**src/rtl/fir_run_scheduler_if.sv**
```systemverilog
// Handshake bundle between the FIR run scheduler and its surroundings:
// host loader arbitration, run requests, engine start/done and the result report.
interface fir_run_scheduler_if #(
    parameter int CNT_W = 16
);
    logic             host_req;
    logic             host_gnt;
    logic             req_valid;
    logic [1:0]       req_mode;
    logic             req_ready;
    logic             busy;
    logic             eng_start_np;
    logic             eng_start_p;
    logic             eng_done_np;
    logic             eng_done_p;
    logic [1:0]       mem_owner;
    logic             rpt_valid;
    logic [CNT_W-1:0] cyc_np;
    logic [CNT_W-1:0] cyc_p;
    logic             timeout_np;
    logic             timeout_p;
    logic             p_faster;

    // Scheduler side.
    modport master (
        input  host_req, req_valid, req_mode, eng_done_np, eng_done_p,
        output host_gnt, req_ready, busy, eng_start_np, eng_start_p, mem_owner,
               rpt_valid, cyc_np, cyc_p, timeout_np, timeout_p, p_faster
    );

    // Host / engine side.
    modport slave (
        output host_req, req_valid, req_mode, eng_done_np, eng_done_p,
        input  host_gnt, req_ready, busy, eng_start_np, eng_start_p, mem_owner,
               rpt_valid, cyc_np, cyc_p, timeout_np, timeout_p, p_faster
    );
endinterface

```
**src/rtl/fir_run_scheduler.sv**
```systemverilog
// Sequences the non-pipelined and pipelined FIR engines over the shared sample
// memory: arbitrates host vs engine ownership, pulses engine starts, waits for
// done with a timeout, captures cycle counts and reports which engine was faster.
module fir_run_scheduler #(
    parameter int CNT_W     = 16,
    parameter int START_LEN = 1,
    parameter int TIMEOUT   = 8192,
    parameter int GAP       = 4
) (
    input  logic                clk,
    input  logic                rst,
    fir_run_scheduler_if.master bus
);

    typedef enum logic [2:0] {
        S_IDLE,
        S_HOST,
        S_START,
        S_WAIT,
        S_GAP,
        S_REPORT
    } state_t;

    localparam logic [CNT_W-1:0] CNT_MAX    = '1;
    localparam logic [CNT_W-1:0] START_LAST = CNT_W'(START_LEN - 1);
    localparam logic [CNT_W-1:0] TO_LAST    = CNT_W'(TIMEOUT - 1);
    localparam logic [CNT_W-1:0] TO_VAL     = CNT_W'(TIMEOUT);
    // GAP = 0 still spends one cycle in the GAP state with the memory released.
    localparam logic [3:0]       GAP_LAST   = (GAP == 0) ? 4'd0 : 4'(GAP - 1);

    localparam logic [1:0] MODE_NONE = 2'b00;
    localparam logic [1:0] MODE_P    = 2'b10;
    localparam logic [1:0] MODE_BOTH = 2'b11;

    localparam logic [1:0] OWN_NONE = 2'd0;
    localparam logic [1:0] OWN_NP   = 2'd1;
    localparam logic [1:0] OWN_P    = 2'd2;

    state_t           state_q, state_d;
    logic [1:0]       mode_q, mode_d;
    logic             sel_p_q, sel_p_d;       // 0: non-pipelined engine, 1: pipelined
    logic [CNT_W-1:0] cnt_q, cnt_d;
    logic [3:0]       gap_q, gap_d;
    logic             host_gnt_q, host_gnt_d;
    logic             busy_q, busy_d;
    logic             start_np_q, start_np_d;
    logic             start_p_q, start_p_d;
    logic [1:0]       owner_q, owner_d;
    logic             rpt_q, rpt_d;
    logic [CNT_W-1:0] cyc_np_q, cyc_np_d;
    logic [CNT_W-1:0] cyc_p_q, cyc_p_d;
    logic             to_np_q, to_np_d;
    logic             to_p_q, to_p_d;
    logic             faster_q, faster_d;

    logic [CNT_W-1:0] cnt_inc;
    logic             done_sel;

    // Saturating run counter increment and done of the currently selected engine.
    assign cnt_inc  = (cnt_q == CNT_MAX) ? cnt_q : cnt_q + 1'b1;
    assign done_sel = sel_p_q ? bus.eng_done_p : bus.eng_done_np;

    // Next-state and registered-output logic for the run sequencer.
    always_comb begin
        // NOTE: every _d defaults to its _q so no path through the case leaves a
        // signal unassigned, which would otherwise infer a latch.
        state_d    = state_q;
        mode_d     = mode_q;
        sel_p_d    = sel_p_q;
        cnt_d      = cnt_q;
        gap_d      = gap_q;
        host_gnt_d = host_gnt_q;
        busy_d     = busy_q;
        start_np_d = start_np_q;
        start_p_d  = start_p_q;
        owner_d    = owner_q;
        rpt_d      = 1'b0;
        cyc_np_d   = cyc_np_q;
        cyc_p_d    = cyc_p_q;
        to_np_d    = to_np_q;
        to_p_d     = to_p_q;
        faster_d   = faster_q;

        case (state_q)
            S_IDLE: begin
                if (bus.host_req) begin
                    state_d    = S_HOST;
                    host_gnt_d = 1'b1;
                end else if (bus.req_valid) begin
                    mode_d   = bus.req_mode;
                    cyc_np_d = '0;
                    cyc_p_d  = '0;
                    to_np_d  = 1'b0;
                    to_p_d   = 1'b0;
                    faster_d = 1'b0;
                    busy_d   = 1'b1;
                    cnt_d    = '0;
                    if (bus.req_mode == MODE_NONE) begin
                        state_d = S_REPORT;
                        rpt_d   = 1'b1;
                    end else if (bus.req_mode == MODE_P) begin
                        state_d   = S_START;
                        sel_p_d   = 1'b1;
                        owner_d   = OWN_P;
                        start_p_d = 1'b1;
                    end else begin
                        state_d    = S_START;
                        sel_p_d    = 1'b0;
                        owner_d    = OWN_NP;
                        start_np_d = 1'b1;
                    end
                end
            end

            S_HOST: begin
                if (!bus.host_req) begin
                    state_d    = S_IDLE;
                    host_gnt_d = 1'b0;
                end
            end

            S_START: begin
                // Done is deliberately ignored here so a level left over from
                // the previous run cannot end this one.
                cnt_d = cnt_inc;
                if (cnt_q >= START_LAST) begin
                    state_d    = S_WAIT;
                    start_np_d = 1'b0;
                    start_p_d  = 1'b0;
                end
            end

            S_WAIT: begin
                cnt_d = cnt_inc;
                // cnt_q equals the index of the current cycle (first start
                // cycle = 0), so it is the done index as captured.
                if (done_sel) begin
                    if (sel_p_q) cyc_p_d  = cnt_q;
                    else         cyc_np_d = cnt_q;
                    state_d = S_GAP;
                    owner_d = OWN_NONE;
                    gap_d   = '0;
                end else if (cnt_q >= TO_LAST) begin
                    if (sel_p_q) begin
                        cyc_p_d = TO_VAL;
                        to_p_d  = 1'b1;
                    end else begin
                        cyc_np_d = TO_VAL;
                        to_np_d  = 1'b1;
                    end
                    state_d = S_GAP;
                    owner_d = OWN_NONE;
                    gap_d   = '0;
                end
            end

            S_GAP: begin
                if (gap_q >= GAP_LAST) begin
                    if (mode_q == MODE_BOTH && !sel_p_q) begin
                        state_d   = S_START;
                        sel_p_d   = 1'b1;
                        owner_d   = OWN_P;
                        start_p_d = 1'b1;
                        cnt_d     = '0;
                    end else begin
                        state_d  = S_REPORT;
                        rpt_d    = 1'b1;
                        faster_d = (mode_q == MODE_BOTH) && !to_np_q && !to_p_q &&
                                   (cyc_p_q < cyc_np_q);
                    end
                end else begin
                    gap_d = gap_q + 4'd1;
                end
            end

            S_REPORT: begin
                state_d = S_IDLE;
                busy_d  = 1'b0;
            end

            default: begin
                state_d = S_IDLE;
            end
        endcase
    end

    // State and output registers; reset releases the memory and drops starts at once.
    always_ff @(posedge clk or posedge rst) begin
        // NOTE: sequential state uses non-blocking assignments so every register
        // samples the pre-edge values regardless of statement order.
        if (rst) begin
            state_q    <= S_IDLE;
            mode_q     <= '0;
            sel_p_q    <= 1'b0;
            cnt_q      <= '0;
            gap_q      <= '0;
            host_gnt_q <= 1'b0;
            busy_q     <= 1'b0;
            start_np_q <= 1'b0;
            start_p_q  <= 1'b0;
            owner_q    <= OWN_NONE;
            rpt_q      <= 1'b0;
            cyc_np_q   <= '0;
            cyc_p_q    <= '0;
            to_np_q    <= 1'b0;
            to_p_q     <= 1'b0;
            faster_q   <= 1'b0;
        end else begin
            state_q    <= state_d;
            mode_q     <= mode_d;
            sel_p_q    <= sel_p_d;
            cnt_q      <= cnt_d;
            gap_q      <= gap_d;
            host_gnt_q <= host_gnt_d;
            busy_q     <= busy_d;
            start_np_q <= start_np_d;
            start_p_q  <= start_p_d;
            owner_q    <= owner_d;
            rpt_q      <= rpt_d;
            cyc_np_q   <= cyc_np_d;
            cyc_p_q    <= cyc_p_d;
            to_np_q    <= to_np_d;
            to_p_q     <= to_p_d;
            faster_q   <= faster_d;
        end
    end

    // A host request blocks acceptance in the very cycle it appears.
    assign bus.req_ready    = (state_q == S_IDLE) && !bus.host_req;
    assign bus.host_gnt     = host_gnt_q;
    assign bus.busy         = busy_q;
    assign bus.eng_start_np = start_np_q;
    assign bus.eng_start_p  = start_p_q;
    assign bus.mem_owner    = owner_q;
    assign bus.rpt_valid    = rpt_q;
    assign bus.cyc_np       = cyc_np_q;
    assign bus.cyc_p        = cyc_p_q;
    assign bus.timeout_np   = to_np_q;
    assign bus.timeout_p    = to_p_q;
    assign bus.p_faster     = faster_q;

endmodule

```
**src/flat_wrapper.sv**
```systemverilog
// flat-port wrapper written by rule: the top's interface ports become plain ports
module fir_run_scheduler_flat 
#(
    parameter int CNT_W     = 16,
    parameter int START_LEN = 1,
    parameter int TIMEOUT   = 8192,
    parameter int GAP       = 4
)
  (clk, rst, bus_host_req, bus_req_valid, bus_req_mode, bus_eng_done_np, bus_eng_done_p, bus_host_gnt, bus_req_ready, bus_busy, bus_eng_start_np, bus_eng_start_p, bus_mem_owner, bus_rpt_valid, bus_cyc_np, bus_cyc_p, bus_timeout_np, bus_timeout_p, bus_p_faster);
  fir_run_scheduler_if #(.CNT_W(CNT_W)) bus_i ();
  input  logic clk;
  input  logic rst;
  input wire logic [$bits(bus_i.host_req)-1:0] bus_host_req;
  input wire logic [$bits(bus_i.req_valid)-1:0] bus_req_valid;
  input wire logic [$bits(bus_i.req_mode)-1:0] bus_req_mode;
  input wire logic [$bits(bus_i.eng_done_np)-1:0] bus_eng_done_np;
  input wire logic [$bits(bus_i.eng_done_p)-1:0] bus_eng_done_p;
  output wire logic [$bits(bus_i.host_gnt)-1:0] bus_host_gnt;
  output wire logic [$bits(bus_i.req_ready)-1:0] bus_req_ready;
  output wire logic [$bits(bus_i.busy)-1:0] bus_busy;
  output wire logic [$bits(bus_i.eng_start_np)-1:0] bus_eng_start_np;
  output wire logic [$bits(bus_i.eng_start_p)-1:0] bus_eng_start_p;
  output wire logic [$bits(bus_i.mem_owner)-1:0] bus_mem_owner;
  output wire logic [$bits(bus_i.rpt_valid)-1:0] bus_rpt_valid;
  output wire logic [$bits(bus_i.cyc_np)-1:0] bus_cyc_np;
  output wire logic [$bits(bus_i.cyc_p)-1:0] bus_cyc_p;
  output wire logic [$bits(bus_i.timeout_np)-1:0] bus_timeout_np;
  output wire logic [$bits(bus_i.timeout_p)-1:0] bus_timeout_p;
  output wire logic [$bits(bus_i.p_faster)-1:0] bus_p_faster;
  assign bus_i.host_req = bus_host_req;
  assign bus_i.req_valid = bus_req_valid;
  assign bus_i.req_mode = bus_req_mode;
  assign bus_i.eng_done_np = bus_eng_done_np;
  assign bus_i.eng_done_p = bus_eng_done_p;
  assign bus_host_gnt = bus_i.host_gnt;
  assign bus_req_ready = bus_i.req_ready;
  assign bus_busy = bus_i.busy;
  assign bus_eng_start_np = bus_i.eng_start_np;
  assign bus_eng_start_p = bus_i.eng_start_p;
  assign bus_mem_owner = bus_i.mem_owner;
  assign bus_rpt_valid = bus_i.rpt_valid;
  assign bus_cyc_np = bus_i.cyc_np;
  assign bus_cyc_p = bus_i.cyc_p;
  assign bus_timeout_np = bus_i.timeout_np;
  assign bus_timeout_p = bus_i.timeout_p;
  assign bus_p_faster = bus_i.p_faster;
  fir_run_scheduler #(.CNT_W(CNT_W), .START_LEN(START_LEN), .TIMEOUT(TIMEOUT), .GAP(GAP)) u_core (.clk(clk), .rst(rst), .bus(bus_i));
endmodule
```
**config.mk**
```make
export PLATFORM = sky130hd
export DESIGN_NAME = fir_run_scheduler_flat
export DESIGN_NICKNAME = d
export VERILOG_FILES = /design/src/rtl/fir_run_scheduler_if.sv /design/src/rtl/fir_run_scheduler.sv /design/src/flat_wrapper.sv
export SDC_FILE = /design/constraint.sdc
export NUM_CORES = 1
export LEC_CHECK = 0
export ABC_AREA = 1
export BUFFER_PORTS_ARGS = -buffer_cell sky130_fd_sc_hd__buf_2
export CAP_MARGIN = 0
export CORE_MARGIN = 2
export CORE_UTILIZATION = 45
export CTS_BUF_LIST = sky130_fd_sc_hd__clkbuf_4 sky130_fd_sc_hd__clkbuf_8
export CTS_CLUSTER_SIZE = 16
export DETAILED_ROUTE_END_ITERATION = 16
export GPL_TIMING_DRIVEN = 0
export PLACE_DENSITY_LB_ADDON = 0.05
export SLEW_MARGIN = 5
export SYNTH_ARGS = -nofsm -noshare
export SYNTH_HDL_FRONTEND = slang
export SYNTH_SLANG_ARGS = --single-unit
```
**constraint.sdc**
```tcl
create_clock -name clk -period 6.2 [get_ports clk]
set_input_delay 0.93 -clock clk [delete_from_list [all_inputs] [get_ports clk]]
set_output_delay 0.93 -clock clk [all_outputs]
set_load 0.005 [all_outputs]
```
==> results.ini <==
[outcome]
status=complete, no violations

[global_routing]
grt_overflow_total=0
grt_max_degree=40
grt_usage=0.196
antenna_found_initial=0
grt_pass1_vias=3101
grt_first_pass_wirelength_um=15100

[setup_path]
cp-start-kind=flop
end_kind=output port
crit_fanout=8
crit_arrival_ns=1.37
required_ns=5.27
worstSetupPathType=reg -> out

[clock_network]
clk_pin_slew_ns=0.07
postCtsSetupRepairBufs=0
ctsResizeCount=0
cts_buffers=9
insertion_delay_ns=0.34
ctsHoldBuffers=0
root_buffer=clkbuf_8
cts_buffer_depth=2
htreeDepth=3
cts_sinks=68
cts_tree=done

[placement]
gp_congestion=0.876
numPortBuffers=50
hpwlAfterDp_um=6790

[cells_and_area]
syn_to_final_growth_pct=16.1
layout-drive-gt1-share=0.310
nets=540
diodes=0

[floorplanning]
dieHeight_um=97.4
ioPinCount=51
dieWidth_um=97.4
dieArea_um2=9490
core-area_um2=8590
core.rowCount=34
start_util=0.457

[sta]
tightest_slew_ns=0.501
max_slew_margin=0.663
setup_viol=0
final_hold_viol_count=0
fin_crit_sh=0.371
fmax_mhz=435
slew_violations=0
whs_ns=0.478
finClkSkew_ns=0.0124
grt_setup_unrepaired=no
fin_setup_tns_ns=0
min_period_ns=2.30

[power_and_ir_drop]
p_per_area_nw_per_um2=390
p_leak_nw=2.23
ir_drop_v=0.000205
power_mw=1.78

[logic_synthesis]
ys_seq_area_frac=0.434
synth.avg_cell_area_um2=8.66
synth_cells=453
syn_area_um2=3930
ys_async_sr_fraction=1.00
synth.area.top_cells=dfrtp_1 (43%), nand2_1 (10%), o21ai_2 (7.1%), ha_1 (5.4%), inv_1 (4.8%)
syn_nets=478
synth_top_cell_area_share=0.434
synth-warning-count=0
dominantRegCellSynth=dfrtp_1
synth_edf_count=0
synth_top_cell_by_area=dfrtp_1
ys_seq_elements=68
ys_types=39

[min_path]
hp-class=reg -> reg

[route]
wl_per_cell_um=13.8
drt-pass1-iter-count=4
viasPerCell=4.95
wirelength_um=8650
vias=3108
drc_errors=0
drt-initial-drc-count=163
antenna_left=0

[flow_run]
drv_cap=0

## worst paths after layout
| kind | start | end | slack (ns) | cells past startpoint |
|---|---|---|---|---|
| max in group asynchronous | rst | u_core.cnt_q[8] | 5.08 | 3 |
| worst min-delay path | u_core.bus.mem_owner[0] | u_core.bus.mem_owner[0] | 0.48 | 2 |
| worst max-delay path | u_core.state_q[0] | bus_req_ready | 3.90 | 7 |
| min in group asynchronous | rst | u_core.bus.cyc_np[13] | 0.58 | 2 |
| worst min register to register | u_core.bus.mem_owner[0] | u_core.bus.mem_owner[0] | 0.48 | 2 |
| worst max register to register | u_core.gap_q[0] | u_core.cnt_q[2] | 4.26 | 9 |
## registers in the layout, indices dropped and copies added, names as in the netlist, 2 cells and up
signal,cells
u_core.bus.cyc_np,16
u_core.bus.cyc_p,16
u_core.bus.mem_owner,2
u_core.cnt_q,16
u_core.gap_q,4
u_core.mode_q,2
u_core.state_q,3
## through the flow
step	instances	worst slack, ns	instance area (um^2)	utilization
after floorplan	453	3.56	3930	-
after CTS	628	3.89	4560	0.530
final	628	3.90	4560	0.530
after global placement	611	2.61	4310	0.502
after global routing	628	3.80	4560	0.530
after detailed placement	612	3.92	4330	0.504
## cells in the final DEF (no fill, tap or decap), types with 2 or more instances in the layout
cell,synthesis,final
inv_4,2,3
o22ai_1,5,5
nor3_1,14,14
ha_1,17,17
inv_1,50,49
nand2_4,6,6
nor2_1,31,31
nand3_1,14,14
clkinv_2,0,2
nor2_2,3,3
nand4_1,2,2
buf_6,8,8
bufinv_16,0,2
nor2_4,3,3
o21ai_0,22,22
nand3b_1,2,2
nand2_2,21,21
dfrtp_1,68,68
clkbuf_8,0,10
buf_4,2,2
or2_2,3,3
o21ai_1,2,2
xor2_1,10,10
a21oi_2,3,3
a21oi_1,10,10
inv_2,3,3
buf_2,1,51
nand2_1,106,106
o21ai_2,32,32
## logic make-up (layout without fill, tap and decap cells)
kind of cell    after synthesis  count (layout)  synth area share
simple gates                212             212             0.267
compound gates               79              79             0.140
flops                        68              68             0.434
buf+inv                      67             134            0.0829
fa+ha+maj                    17              17            0.0542
xor+xnor                     10              10            0.0223
## synth_stat cells, types with 2 or more instances
cell,count
nand2_1,106
dfrtp_1,68
inv_1,50
o21ai_2,32
nor2_1,31
o21ai_0,22
nand2_2,21
ha_1,17
nand3_1,14
nor3_1,14
a21oi_1,10
xor2_1,10
buf_6,8
nand2_4,6
o22ai_1,5
a21oi_2,3
inv_2,3
nor2_2,3
nor2_4,3
or2_2,3
buf_4,2
inv_4,2
nand3b_1,2
nand4_1,2
o21ai_1,2
## where the power goes
part | internal [mW] | switching (mW)
registers | 0.529 | 0.0749
clock network | 0.237 | 0.174
logic | 0.267 | 0.494
## critical path, stage by stage (launching register included)
cell and delay, ns:
dfrtp_1 0.38, buf_6 0.14, inv_4 0.05, nand2_4 0.07, inv_4 0.09, nand2_4 0.06, nor2_4 0.12, buf_2 0.13
## final cells by class
type,instances,area (um^2)
clock inverters,6,86.3
repair buffers,51,270
fillers,848,4040
multi-input cells,318,1900
plain buffers,12,114
flip-flops and latches,68,1700
clock buffers,10,138
inverters,55,214
well taps,108,135
## routing by layer
layer / vias to the layer above / GRT usage / wire, um
li1: 1588 / - / -
met4: 0 / 0.0502 / 82
met3: 8 / 0.0432 / 288
met5: - / 0 / 0
met2: 50 / 0.302 / 3950
met1: 1462 / 0.282 / 4330
Power figures use the tool's default switching activity.
